[src/rtl/uart_rx_param.sv]
`default_nettype none
// ============================================================================
// Module   : uart_rx_param
// Purpose  : Parametrised UART receiver with a runtime baud divisor.
//            Supports 5..9 data bits, optional even/odd parity and one or
//            two stop bits. Each frame is stored in a small FIFO together
//            with its parity and stop-bit error flags, and is presented to
//            the consumer through a valid/ready handshake.
// Ports    : i_Clock, i_Reset       - clock, asynchronous active-high reset
//            i_Clks_Per_Bit         - bit period in clocks (values < 4 act as 4)
//            i_Parity_En/Odd        - parity present / odd (1) or even (0)
//            i_Two_Stop             - two stop bits when 1
//            i_Rx_Serial            - asynchronous serial input, idle high
//            o_Rx_Valid/i_Rx_Ready  - FIFO head handshake
//            o_Rx_Data, o_Parity_Err, o_Frame_Err - head entry, 0 when empty
//            o_Overrun              - one-cycle pulse when a frame is dropped
//            o_Busy                 - receiver FSM is not idle
// Revision : 1.0 - initial release
// ============================================================================
module uart_rx_param #(
    parameter int DATA_WIDTH = 8,
    parameter int DIV_WIDTH  = 16,
    parameter int FIFO_DEPTH = 4
) (
    input  logic                  i_Clock,
    input  logic                  i_Reset,
    input  logic [DIV_WIDTH-1:0]  i_Clks_Per_Bit,
    input  logic                  i_Parity_En,
    input  logic                  i_Parity_Odd,
    input  logic                  i_Two_Stop,
    input  logic                  i_Rx_Serial,
    output logic                  o_Rx_Valid,
    input  logic                  i_Rx_Ready,
    output logic [DATA_WIDTH-1:0] o_Rx_Data,
    output logic                  o_Parity_Err,
    output logic                  o_Frame_Err,
    output logic                  o_Overrun,
    output logic                  o_Busy
);

    localparam int c_ADDR_W  = $clog2(FIFO_DEPTH);
    localparam int c_IDX_W   = $clog2(DATA_WIDTH);
    localparam int c_ENTRY_W = DATA_WIDTH + 2;

    localparam logic [DIV_WIDTH-1:0] c_MIN_DIV  = DIV_WIDTH'(4);
    localparam logic [DIV_WIDTH-1:0] c_DIV_ONE  = DIV_WIDTH'(1);
    localparam logic [c_IDX_W-1:0]   c_IDX_ONE  = c_IDX_W'(1);
    localparam logic [c_IDX_W-1:0]   c_LAST_BIT = c_IDX_W'(DATA_WIDTH - 1);
    localparam logic [c_ADDR_W:0]    c_PTR_ONE  = (c_ADDR_W + 1)'(1);

    typedef enum logic [2:0] {
        S_IDLE      = 3'd0,
        S_START     = 3'd1,
        S_DATA      = 3'd2,
        S_PARITY    = 3'd3,
        S_STOP1     = 3'd4,
        S_STOP2     = 3'd5,
        S_WAIT_HIGH = 3'd6
    } state_t;

    // ------------------------------------------------------------------
    // Input synchroniser (idle-high reset value avoids a phantom start)
    // ------------------------------------------------------------------
    logic r_rx_meta;
    logic r_rx_s;

    always_ff @(posedge i_Clock or posedge i_Reset) begin
        if (i_Reset) begin
            r_rx_meta <= 1'b1;
            r_rx_s    <= 1'b1;
        end else begin
            r_rx_meta <= i_Rx_Serial;
            r_rx_s    <= r_rx_meta;
        end
    end

    // ------------------------------------------------------------------
    // Receive FSM
    // ------------------------------------------------------------------
    state_t                r_state;
    logic [DIV_WIDTH-1:0]  r_cnt;
    logic [DIV_WIDTH-1:0]  r_div;
    logic                  r_par_en;
    logic                  r_par_odd;
    logic                  r_two_stop;
    logic [c_IDX_W-1:0]    r_idx;
    logic [DATA_WIDTH-1:0] r_data;
    logic                  r_parity_err;
    logic                  r_frame_err;

    logic [DIV_WIDTH-1:0]  w_div_eff;
    logic                  w_half_bit;
    logic                  w_bit_end;
    logic                  w_push;
    logic                  w_push_ferr;
    logic [c_ENTRY_W-1:0]  w_entry;

    assign w_div_eff  = (i_Clks_Per_Bit < c_MIN_DIV) ? c_MIN_DIV : i_Clks_Per_Bit;
    assign w_half_bit = (r_cnt == (r_div >> 1));
    assign w_bit_end  = (r_cnt == (r_div - c_DIV_ONE));

    // The final stop sample both pushes the frame and decides where to go
    // next. The error register is cleared at start-bit confirmation, so it
    // only carries a STOP1 error into the STOP2 decision.
    assign w_push      = w_bit_end &&
                         (((r_state == S_STOP1) && !r_two_stop) || (r_state == S_STOP2));
    assign w_push_ferr = r_frame_err | ~r_rx_s;
    assign w_entry     = {w_push_ferr, r_parity_err, r_data};

    always_ff @(posedge i_Clock or posedge i_Reset) begin
        if (i_Reset) begin
            r_state      <= S_IDLE;
            r_cnt        <= '0;
            r_div        <= c_MIN_DIV;
            r_par_en     <= 1'b0;
            r_par_odd    <= 1'b0;
            r_two_stop   <= 1'b0;
            r_idx        <= '0;
            r_data       <= '0;
            r_parity_err <= 1'b0;
            r_frame_err  <= 1'b0;
        end else begin
            case (r_state)
                S_IDLE: begin
                    if (!r_rx_s) begin
                        // Frame format is frozen here for the whole frame.
                        r_state    <= S_START;
                        r_cnt      <= '0;
                        r_div      <= w_div_eff;
                        r_par_en   <= i_Parity_En;
                        r_par_odd  <= i_Parity_Odd;
                        r_two_stop <= i_Two_Stop;
                    end
                end

                S_START: begin
                    if (w_half_bit) begin
                        r_cnt <= '0;
                        if (!r_rx_s) begin
                            r_state      <= S_DATA;
                            r_idx        <= '0;
                            r_parity_err <= 1'b0;
                            r_frame_err  <= 1'b0;
                        end else begin
                            // Line went high again: glitch, not a start bit.
                            r_state <= S_IDLE;
                        end
                    end else begin
                        r_cnt <= r_cnt + c_DIV_ONE;
                    end
                end

                S_DATA: begin
                    if (w_bit_end) begin
                        r_cnt         <= '0;
                        r_data[r_idx] <= r_rx_s;
                        if (r_idx == c_LAST_BIT) begin
                            r_state <= r_par_en ? S_PARITY : S_STOP1;
                        end else begin
                            r_idx <= r_idx + c_IDX_ONE;
                        end
                    end else begin
                        r_cnt <= r_cnt + c_DIV_ONE;
                    end
                end

                S_PARITY: begin
                    if (w_bit_end) begin
                        r_cnt        <= '0;
                        r_parity_err <= (^r_data) ^ r_rx_s ^ r_par_odd;
                        r_state      <= S_STOP1;
                    end else begin
                        r_cnt <= r_cnt + c_DIV_ONE;
                    end
                end

                S_STOP1: begin
                    if (w_bit_end) begin
                        r_cnt <= '0;
                        if (r_two_stop) begin
                            r_frame_err <= ~r_rx_s;
                            r_state     <= S_STOP2;
                        end else begin
                            r_state <= r_rx_s ? S_IDLE : S_WAIT_HIGH;
                        end
                    end else begin
                        r_cnt <= r_cnt + c_DIV_ONE;
                    end
                end

                S_STOP2: begin
                    if (w_bit_end) begin
                        r_cnt       <= '0;
                        r_frame_err <= w_push_ferr;
                        r_state     <= r_rx_s ? S_IDLE : S_WAIT_HIGH;
                    end else begin
                        r_cnt <= r_cnt + c_DIV_ONE;
                    end
                end

                S_WAIT_HIGH: begin
                    // A held-low line (break) must not look like new frames.
                    if (r_rx_s) begin
                        r_state <= S_IDLE;
                    end
                end

                default: begin
                    r_state <= S_IDLE;
                end
            endcase
        end
    end

    assign o_Busy = (r_state != S_IDLE);

    // ------------------------------------------------------------------
    // Receive FIFO: pointers carry one extra wrap bit
    // ------------------------------------------------------------------
    logic [c_ENTRY_W-1:0] r_mem [FIFO_DEPTH];
    logic [c_ADDR_W:0]    r_wr_ptr;
    logic [c_ADDR_W:0]    r_rd_ptr;
    logic                 r_overrun;

    logic                 w_empty;
    logic                 w_full;
    logic                 w_pop;
    logic                 w_wr_en;
    logic [c_ENTRY_W-1:0] w_head;

    assign w_empty = (r_wr_ptr == r_rd_ptr);
    assign w_full  = (r_wr_ptr[c_ADDR_W] != r_rd_ptr[c_ADDR_W]) &&
                     (r_wr_ptr[c_ADDR_W-1:0] == r_rd_ptr[c_ADDR_W-1:0]);
    assign w_pop   = !w_empty && i_Rx_Ready;
    // A simultaneous pop frees the slot, so a full FIFO still accepts.
    assign w_wr_en = w_push && (!w_full || w_pop);

    always_ff @(posedge i_Clock or posedge i_Reset) begin
        if (i_Reset) begin
            r_wr_ptr  <= '0;
            r_rd_ptr  <= '0;
            r_overrun <= 1'b0;
        end else begin
            if (w_wr_en) begin
                r_wr_ptr <= r_wr_ptr + c_PTR_ONE;
            end
            if (w_pop) begin
                r_rd_ptr <= r_rd_ptr + c_PTR_ONE;
            end
            r_overrun <= w_push && w_full && !w_pop;
        end
    end

    // Storage needs no reset: every read is masked while the FIFO is empty.
    always_ff @(posedge i_Clock) begin
        if (w_wr_en) begin
            r_mem[r_wr_ptr[c_ADDR_W-1:0]] <= w_entry;
        end
    end

    assign w_head       = r_mem[r_rd_ptr[c_ADDR_W-1:0]];
    assign o_Rx_Valid   = !w_empty;
    assign o_Rx_Data    = w_empty ? '0   : w_head[DATA_WIDTH-1:0];
    assign o_Parity_Err = w_empty ? 1'b0 : w_head[DATA_WIDTH];
    assign o_Frame_Err  = w_empty ? 1'b0 : w_head[DATA_WIDTH+1];
    assign o_Overrun    = r_overrun;

endmodule
`default_nettype wire

[config.mk]
export PLATFORM = sky130hd
export DESIGN_NAME = uart_rx_param
export DESIGN_NICKNAME = d
export VERILOG_FILES = /design/src/rtl/uart_rx_param.sv
export SDC_FILE = /design/constraint.sdc
export NUM_CORES = 1
export LEC_CHECK = 0
export CORE_ASPECT_RATIO = 0.5
export CORE_MARGIN = 2
export CORE_UTILIZATION = 57
export CTS_CLUSTER_DIAMETER = 200
export DETAILED_ROUTE_END_ITERATION = 12
export PLACE_DENSITY = 0.87
export SETUP_SLACK_MARGIN = 0.15
export SKIP_LAST_GASP = 1
export SYNTH_ARGS = -nofsm -noshare
export SYNTH_HDL_FRONTEND = slang
export SYNTH_SLANG_ARGS = --single-unit
[constraint.sdc]
create_clock -name i_Clock -period 6.8 [get_ports i_Clock]
set_clock_uncertainty 0.1 [all_clocks]
set_input_delay 1.36 -clock i_Clock [delete_from_list [all_inputs] [get_ports i_Clock]]
set_output_delay 1.36 -clock i_Clock [all_outputs]
set_load 0.1 [all_outputs]
==> results of run 1 <==
==> cells in the mapped netlist (2+ instances only) <==
cell,n
dfrtp_1,57
edfxtp_1,40
o21ai_0,28
nand2_1,27
nor2_1,26
xor2_1,25
mux2_2,24
clkbuf_1,21
xnor2_1,19
nor3_1,17
inv_1,16
and2_1,15
a21o_1,14
a21oi_1,14
and3_1,14
nor3b_1,13
nor4_1,11
mux4_2,10
ha_1,9
nand2b_1,9
nand3_1,7
buf_2,5
a31oi_1,4
o31ai_1,4
or3_1,4
a211o_1,3
dfstp_2,3
nor2b_1,3
a211oi_1,2
a22o_1,2
mux2i_1,2
nand3b_1,2
nand4_1,2
o211ai_1,2
o21bai_1,2
or2_2,2
or4_1,2
==> cells in the final DEF (no fill, tap or decap), types with 3 or more instances in the layout <==
cell type        synthesis  layout
dfrtp_1                 57      57
edfxtp_1                40      40
clkdlybuf4s50_1          0      35
o21ai_0                 28      28
nand2_1                 27      27
nor2_1                  26      26
xor2_1                  25      25
mux2_2                  24      24
xnor2_1                 19      19
nor3_1                  17      16
inv_1                   16      15
and2_1                  15      15
a21oi_1                 14      14
and3_1                  14      14
a21o_1                  14      14
nor3b_1                 13      13
nor4_1                  11      11
mux4_2                  10      10
nand2b_1                 9       9
ha_1                     9       9
clkbuf_16                0       9
nand3_1                  7       7
or3_1                    4       4
o31ai_1                  4       4
a31oi_1                  4       4
nor2b_1                  3       3
a211o_1                  3       3
inv_6                    0       3
buf_4                    1       3
dfstp_2                  3       3
==> worst max path at each step <==
stage / from / end / slack [ps] / cells after the start
global placement: r_rd_ptr[0]$_DFFE_PP0P_ / o_Rx_Data[0] / 2670 / 4
global route: r_rd_ptr[0]$_DFFE_PP0P_ / o_Parity_Err / 2060 / 4
detailed placement: r_rd_ptr[0]$_DFFE_PP0P_ / o_Parity_Err / 2600 / 4
finish: r_rd_ptr[0]$_DFFE_PP0P_ / o_Parity_Err / 2260 / 4
CTS: r_rd_ptr[0]$_DFFE_PP0P_ / o_Parity_Err / 2190 / 4
floorplan: r_rd_ptr[0]$_DFFE_PP0P_ / o_Parity_Err / 2800 / 4
==> state kept, by name, summed over array words and instances, names as in the netlist, 3 cells and up <==
| name | cells |
|---|---|
| r_mem | 40 |
| r_rd_ptr | 3 |
| r_div | 16 |
| r_state | 3 |
| r_data | 8 |
| r_idx | 3 |
| r_cnt | 16 |
| r_wr_ptr | 3 |
==> metrics by stage <==
| step | utilization | worst slack (ps) |
|---|---|---|
| finish | 0.657 | 2260 |
| global placement | 0.624 | 2670 |
| CTS | 0.657 | 2190 |
| floorplan | - | 2800 |
| detailed placement | 0.624 | 2600 |
| global route | 0.657 | 2060 |
==> layout make-up <==
type                    count  area [µm²]  share of cell area
repair buffers             38         373              0.0605
clock buffers               9         225              0.0365
clock inverters             7        80.1              0.0130
well taps                 121         151              0.0246
flip-flops and latches    100        2710               0.439
multi-input cells         342        2570               0.417
inverters                  16        60.1             0.00974
==> power by group through the flow <==
stage                     logic, mW  clock network [mW]  registers, mW
after floorplan               0.220                   0          0.694
after global placement        0.230                   0          0.738
after detailed placement      0.239                   0          0.740
after CTS                     0.242               0.531          0.728
after global routing          0.260               0.553          0.738
final                         0.242               0.524          0.727
==> per-layer routing <==
| layer | track usage | part of all wire |
|---|---|---|
| met5 | 0 | 0 |
| met4 | 0.0682 | 0.017 |
| met2 | 0.378 | 0.50 |
| met3 | 0.0394 | 0.038 |
| met1 | 0.285 | 0.45 |
==> cell families after synthesis <==
logic type | synth area share
AND/OR/NAND/NOR | 0.175
flip-flops | 0.496
AO/OA/AOI/OAI | 0.104
XOR/XNOR | 0.0736
buffers and inverters | 0.0342
multiplexers | 0.0966
adder cells (fa/ha/maj) | 0.0206
==> flow_summary.toml, run 1 <==
[run_status]
outcome = "completed"

[critical_path]
reg2reg_depth = 10
critPathKind = "register to output pin"
worst_setup_path_end_kind = "output pin"
critPathLaunchType = "register"
cp_cell_sequence = "xnor2_1 > nand3_1 > and2_1 > clkdlybuf4s50_1"
cp.required_ps = 5340
critical_path.max_stage_delay_ps = 1120
slowest_stage = "clkdlybuf4s50_1"
reg2reg_to = "r_mem[0][8]$_DFFE_PP_"
path_max_fanout = 13
crit_arrival_ps = 3080
timing.rr.start = "r_div[0]$_DFFE_PP0P_"
cp_num_buf_inv = 1
cp_top_family = "buffers and inverters"
reg2reg_slack_ps = 2860

[timing]
setup_tns_ps = 0
hold_viol = 0
slew_headroom = 0.353
rsz0062_at_grt = "no"
fmax_ghz = 0.220
min_period_ps = 4540
holdWs_ps = 258
slew_viol_final = 0
fin_crit_sh = 0.668
worst_pin_slew_ps = 968
setup_violations = 0

[pwr]
swShare = 0.293
max-vdd-ir-drop_uv = 154
p_sw_mw = 0.438
p_int_mw = 1.06
power_frac_comb = 0.162
p_seq_frac = 0.487
p_leak_nw = 2.64
clock_power_share = 0.351
p_per_area_nw_per_um2 = 242
total_power_mw = 1.49

[place]
port_buffers = 35
dpl.cell_count = 617
hpwl_um = 7400
placed_area_um2 = 5860
gp_congestion = 0.873

[global_route]
overflow = 0
grtUsageTotal = 0.218
grt_pass1_wl_um = 17700
grt_max_degree = 61
antenna_found_initial = 0
grt_pass1_vias = 3640

[yosys]
synth_fp_nets = 519
synth.avg_cell_area_um2 = 11.2
yosys_register_bits = 100
yosysSeqAreaShare = 0.496
synth-edff-count = 40
yosysTopAreaCellShare = 0.261
synth_cell_types = 64
yosysTopAreaCell = "dfrtp_1"
syn-cell-area_um2 = 5460
ys_warn_count = 0
syn_inst = 487
ys_async_sr_fraction = 0.600
ys.flop_type = "dfrtp_1"
synth_area_leaders = "dfrtp_1 26%, edfxtp_1 22%, mux2_2 5.0%, mux4_2 4.1%, xor2_1 4.0%"

[clock_network]
tritoncts = "yes"
clockRootBuffer = "clkbuf_16"
cts_setup_buffers = 0
cts_buffers = 9
insertion_delay_ps = 350
clockBufferDepth = 2
htree_levels = 3
path_clk_slew_ps = 70
postCtsHoldBufs = 0
cts_resized = 0
cts.sinks = 100

[finish]
num-fill-cells = 691
drive_above_1_share = 0.131
fin_cells = 633
diodes = 0
fin_nets = 539
areaGrowthSynthToFinish_pct = 13.0
fin_area_um2 = 6160

[floorplanning]
io_pins = 36
start_util = 0.581
die_w_um = 142
dieArea_um2 = 10400
coreArea_um2 = 9380
rows = 25
die_h_um = 73.2

[routing]
drtIter0Drc = 257
detail-route-antenna-nets = 0
wl_per_cell_um = 16.8
drc = 0
first_pass_iters = 5
vias_per_cell = 5.98
wl_um = 10600
vias = 3783

[min_path]
holdPathStages = 0
min_from = "r_rx_meta$_DFF_PP1_"
hp-class = "register to register"
hold_end = "r_rx_s$_DFF_PP1_"

[flow_run]
drv_cap = 0
Power figures use the tool's default switching activity.
==> run 2: changes to the inputs <==
--- a/config.mk
+++ b/config.mk
@@ -7,7 +7,7 @@
 export LEC_CHECK = 0
 export CORE_ASPECT_RATIO = 0.5
 export CORE_MARGIN = 2
-export CORE_UTILIZATION = 57
+export CORE_UTILIZATION = 54
 export CTS_CLUSTER_DIAMETER = 200
 export DETAILED_ROUTE_END_ITERATION = 12
 export PLACE_DENSITY = 0.87
==> constraint.sdc (replaced) <==
create_clock -name i_Clock -period 3.6 [get_ports i_Clock]
set_clock_uncertainty 0.1 [all_clocks]
set_input_delay 0.72 -clock i_Clock [delete_from_list [all_inputs] [get_ports i_Clock]]
set_output_delay 0.72 -clock i_Clock [all_outputs]
set_load 0.1 [all_outputs]
==> run 2 against run 1 <==
Compared with the run above: sequential power rose by 88%; clock-buffer cell count did not move; global-route usage fell by 0.64 points; via count rose by 0.93%; highest routed layer unchanged; first-iteration DRC count fell by 5.4%.
==> flow_summary.toml, run 2 (synthesis gave the netlist of run 1 again) <==
[timing]
min_period_ps = 3280
setup_violations = 0
slew_viol_final = 0
fin_crit_sh = 0.911
rsz0062_at_grt = "no"
slew_headroom = 0.360
fmax_ghz = 0.305
setup_tns_ps = 0
holdWs_ps = 258
hold_viol = 0
worst_pin_slew_ps = 957

[floorplanning]
dieArea_um2 = 11000
io_pins = 36
die_h_um = 75.1
coreArea_um2 = 9630
die_w_um = 146
rows = 25
start_util = 0.566

[finish]
fin_nets = 556
diodes = 0
largest_reg_flops = 40
final_util = 0.661
mostFrequentLayoutCell = "dfrtp_1"
fin_area_um2 = 6370
drive_above_1_share = 0.210
layout_common_cells = "53 x dfrtp_1, 40 x edfxtp_1, 28 x o21ai_0"
areaGrowthSynthToFinish_pct = 16.8

[critical_path]
cp_top_family = "simple AND/OR/NAND/NOR gates"
cp_num_buf_inv = 1
cp-startpoint = "r_div[3]$_DFFE_PP0P_"
cp.depth = 9
critPathLaunchType = "register"
cp_cell_sequence = "or3_1 > or3_1 > o311ai_2 > nand2_1 > a211o_1 > nand4b_4 > nor4b_4 > and2_4 > buf_12"
crit_top_cell = "or3_1"
reg2reg_to = "r_mem[2][8]$_DFFE_PP_"
worstSetupEndpoint = "r_mem[2][8]$_DFFE_PP_"
path_max_fanout = 10
worst_setup_path_end_kind = "register"
critical_path.max_stage_delay_ps = 470
crit_arrival_ps = 3250
cp.required_ps = 3570
reg2reg_slack_ps = 320
reg2reg_depth = 9
slowest_stage = "dfrtp_2"
critPathKind = "register to register"
timing.rr.start = "r_div[3]$_DFFE_PP0P_"

[min_path]
holdPathStages = 0
hp-class = "register to register"

[pwr]
p_int_mw = 1.93
power_frac_comb = 0.168
p_leak_nw = 2.75
max-vdd-ir-drop_uv = 222
p_sw_mw = 0.836
total_power_mw = 2.77
p_seq_frac = 0.496
swShare = 0.302
p_per_area_nw_per_um2 = 435
clock_power_share = 0.336

[routing]
wl_per_cell_um = 16.6
detail-route-antenna-nets = 0
drc = 0
vias = 3818
first_pass_iters = 5
vias_per_cell = 5.75
wl_um = 11000
drtIter0Drc = 243

[global_route]
overflow = 0
grt_pass1_wl_um = 18000
antenna_found_initial = 0
grt_pass1_vias = 3562
grt_max_degree = 32
grtUsageTotal = 0.211

[clock_network]
cts_buffers = 9
insertion_delay_ps = 350
path_clk_slew_ps = 70
cts.sinks = 100
tritoncts = "yes"
clockRootBuffer = "clkbuf_16"
htree_levels = 3
clockBufferDepth = 2
postCtsHoldBufs = 0

[place]
hpwl_um = 7810
gp_congestion = 0.888
placed_area_um2 = 5970
port_buffers = 35

[run_status]
outcome = "completed"

[flow_run]
drv_cap = 0
## run 2: cell count changes in the layout (fill, tap and decap cells not counted), sizes merged
cell	previous run	this run
buf	3	32
clkinv	2	1
clkinvlp	0	1
bufinv	1	0
clkdlybuf4s50	35	23
inv	20	21
## run 2: metrics by stage
| stage | cells | worst slack, ps |
|---|---|---|
| global placement | 639 | 198 |
| detailed placement | 639 | 57.2 |
| finish | 664 | 320 |
| floorplan | 487 | 206 |
| global route | 664 | 154 |
| CTS | 655 | 152 |
## run 2: layout make-up
class / instances / area, µm²
repair buffers: 55 / 533
well taps: 135 / 169
flip-flops and latches: 100 / 2710
inverters: 16 / 60.1
fillers: 709 / 3260
clock inverters: 7 / 61.3
multi-input cells: 342 / 2610
clock buffers: 9 / 225
## run 2: metal layers
layer	wire, µm	up-vias	part of all wire	track usage
li1	-	1843	-	-
met1	5020	1876	0.46	0.269
met2	5460	89	0.50	0.376
met3	437	10	0.040	0.0497
met4	103	0	0.0093	0.0572
met5	0	-	0	0
## run 2: repair_timing
| action | 4_1_cts | 5_1_grt |
|---|---|---|
| pin swaps | 1 | 6 |
| hold endpoints to repair | 0 | 0 |
| setup endpoints to repair | 41 | 63 |
| buffers inserted | 0 | 9 |
| gates resized for setup | 1 | 15 |
## run 2: power by group through the flow
stage / Clock (mW) / Combinational, mW / Sequential [mW]
after floorplan: 0 / 0.415 / 1.31
after global placement: 0 / 0.436 / 1.39
after detailed placement: 0 / 0.450 / 1.40
after CTS: 0.941 / 0.452 / 1.37
after global routing: 0.983 / 0.503 / 1.39
final: 0.932 / 0.465 / 1.37
## run 2: worst min path at each step
stage / start / endpoint / slack [ps]
floorplan: r_rx_meta$_DFF_PP1_ / r_rx_s$_DFF_PP1_ / 250
CTS: r_rx_meta$_DFF_PP1_ / r_rx_s$_DFF_PP1_ / 260
global placement: r_rx_meta$_DFF_PP1_ / r_rx_s$_DFF_PP1_ / 250
finish: r_rx_meta$_DFF_PP1_ / r_rx_s$_DFF_PP1_ / 260
detailed placement: r_rx_meta$_DFF_PP1_ / r_rx_s$_DFF_PP1_ / 250
global route: r_rx_meta$_DFF_PP1_ / r_rx_s$_DFF_PP1_ / 260
## run 2: worst reg2reg max path, cell delays in order (launching register included)
cell	delay, ps
dfrtp_2	470
or3_1	390
or3_1	380
o311ai_2	280
nand2_1	120
a211o_1	280
nand4b_4	210
nor4b_4	410
and2_4	230
buf_12	120
==> run 3: changes to the inputs <==
--- a/config.mk
+++ b/config.mk
@@ -7,10 +7,10 @@
 export LEC_CHECK = 0
 export CORE_ASPECT_RATIO = 0.5
 export CORE_MARGIN = 2
-export CORE_UTILIZATION = 54
+export CORE_UTILIZATION = 30
 export CTS_CLUSTER_DIAMETER = 200
 export DETAILED_ROUTE_END_ITERATION = 12
-export PLACE_DENSITY = 0.87
+export PLACE_DENSITY = 0.51
 export SETUP_SLACK_MARGIN = 0.15
 export SKIP_LAST_GASP = 1
 export SYNTH_ARGS = -nofsm -noshare
==> constraint.sdc (replaced) <==
create_clock -name i_Clock -period 3.7 [get_ports i_Clock]
set_clock_uncertainty 0.1 [all_clocks]
set_input_delay 0.74 -clock i_Clock [delete_from_list [all_inputs] [get_ports i_Clock]]
set_output_delay 0.74 -clock i_Clock [all_outputs]
set_load 0.1 [all_outputs]
==> run 3 against run 2 <==
Compared with the run above: clock-buffer cell count stayed put; via count is 2.0% lower; final cell count is 14% higher; combinational power is 4.7% lower; register-to-register slack worse by 30 ps; critical path depth stayed put; sequential share of layout area is 0.49 points lower; maximum frequency is 3.7% lower; global-route usage is 8.5 points lower; worst hold slack hardly changed; critical path type unchanged; largest cell class unchanged; largest power group unchanged.
==> flow_summary.toml, run 3 (synthesis gave the netlist of run 1 again) <==
[clock_network]
tritoncts = "yes"
clockRootBuffer = "clkbuf_16"
cts.sinks = 100
cts_buffers = 9
insertion_delay_ps = 350
htree_levels = 3
clockBufferDepth = 2
path_clk_slew_ps = 80

[place]
hpwl_um = 8410
gp_congestion = 0.835
port_buffers = 35
dp_slack_ps = 133

[finish]
layout_common_cells = "55 x dfrtp_1, 40 x edfxtp_1, 28 x o21ai_0"
largest_reg_flops = 40
areaGrowthSynthToFinish_pct = 18.1
final_util = 0.367
num-fill-cells = 1745
register_area_um2 = 2710
drive_above_1_share = 0.195
diodes = 0
multi_input_area_um2 = 2600
fin_nets = 549
mostFrequentLayoutCell = "dfrtp_1"

[floorplanning]
rows = 34
die_h_um = 99.4
die_w_um = 195
coreArea_um2 = 17600
io_pins = 36
dieArea_um2 = 19300
start_util = 0.310

[critical_path]
crit_top_cell = "or3_1"
crit_arrival_ps = 3380
worst_setup_path_end_kind = "register"
critPathLaunchType = "register"
cp_cell_sequence = "or3_1 > or3_1 > o311ai_0 > nand2_1 > a211o_1 > nand4b_4 > nor4b_4 > and2_4 > buf_12"
slowest_stage = "dfrtp_2"
critPathKind = "register to register"
path_max_fanout = 10
cp.depth = 9
critical_path.max_stage_delay_ps = 480
reg2reg_depth = 9
cp_top_family = "simple AND/OR/NAND/NOR gates"
cp_num_buf_inv = 1
cp.required_ps = 3670

[routing]
wl_um = 11500
drtIter0Drc = 219
first_pass_iters = 4
vias = 3741
wl_per_cell_um = 15.2
drc = 0
detail-route-antenna-nets = 0
vias_per_cell = 4.95

[global_route]
grtUsageTotal = 0.126
grt_max_degree = 61
grt_pass1_vias = 3772
grt_pass1_wl_um = 19500
overflow = 0
antenna_found_initial = 0

[timing]
setup_ws_ps = 293
slew_viol_final = 0
holdWs_ps = 258
fmax_ghz = 0.294
min_period_ps = 3410
fin_crit_sh = 0.921
setup_tns_ps = 0
worst_pin_slew_ps = 966
rsz0062_at_grt = "no"
setup_violations = 0
slew_headroom = 0.354
hold_viol = 0

[min_path]
hp-class = "register to register"
holdPathStages = 0

[run_status]
outcome = "completed"

[flow_run]
drv_cap = 0

[pwr]
total_power_mw = 2.74
max-vdd-ir-drop_uv = 176
p_per_area_nw_per_um2 = 426
p_leak_nw = 2.72
## run 3: where the power goes
group / internal (mW) / total [mW] / leakage (nW) / switching (mW)
combinational: 0.204 / 0.443 / 1.36 / 0.239
clock: 0.486 / 0.966 / 0.151 / 0.480
sequential: 1.20 / 1.33 / 1.21 / 0.136
## run 3: metrics by stage
step | std cells | instance area [µm²]
2_1_floorplan | 487 | 5460
3_3_place_gp | 738 | 6080
3_5_place_dp | 738 | 6080
4_1_cts | 754 | 6390
5_1_grt | 756 | 6440
6_report | 756 | 6440
## run 3: repair_timing
item | in CTS | in global routing
buffers inserted | 0 | 2
resized for setup | 0 | 13
pin swaps | 1 | 4
endpoints found under the setup margin | 30 | 63
hold buffers | 0 | 0
## run 3: per-layer routing
| metal | global-route usage | vias up | wire [µm] |
|---|---|---|---|
| li1 | - | 1826 | - |
| met1 | 0.177 | 1844 | 5860 |
| met2 | 0.195 | 60 | 5040 |
| met3 | 0.0292 | 11 | 445 |
| met4 | 0.0402 | 0 | 133 |
| met5 | 0 | - | 0 |
## run 3: area by class of cell
class,count,share of cell area
Clock buffer,9,0.0350
Clock inverter,7,0.0130
Inverter,16,0.00933
Multi-Input combinational cell,342,0.404
Sequential cell,100,0.421
Tap cell,234,0.0455
Timing Repair Buffer,48,0.0727
## run 3: path summary, 6_finish.rpt
| check | from | endpoint | slack [ps] |
|---|---|---|---|
| setup / recovery | r_div[4]$_DFFE_PP0P_ | r_mem[0][8]$_DFFE_PP_ | 290 |
| hold / removal | r_rx_meta$_DFF_PP1_ | r_rx_s$_DFF_PP1_ | 260 |
| setup reg to reg | r_div[4]$_DFFE_PP0P_ | r_mem[0][8]$_DFFE_PP_ | 290 |
| hold reg to reg | r_rx_meta$_DFF_PP1_ | r_rx_s$_DFF_PP1_ | 260 |
| max in group asynchronous | i_Reset | r_div[4]$_DFFE_PP0P_ | 2070 |
| min in group asynchronous | i_Reset | r_idx[0]$_DFFE_PP0P_ | 850 |
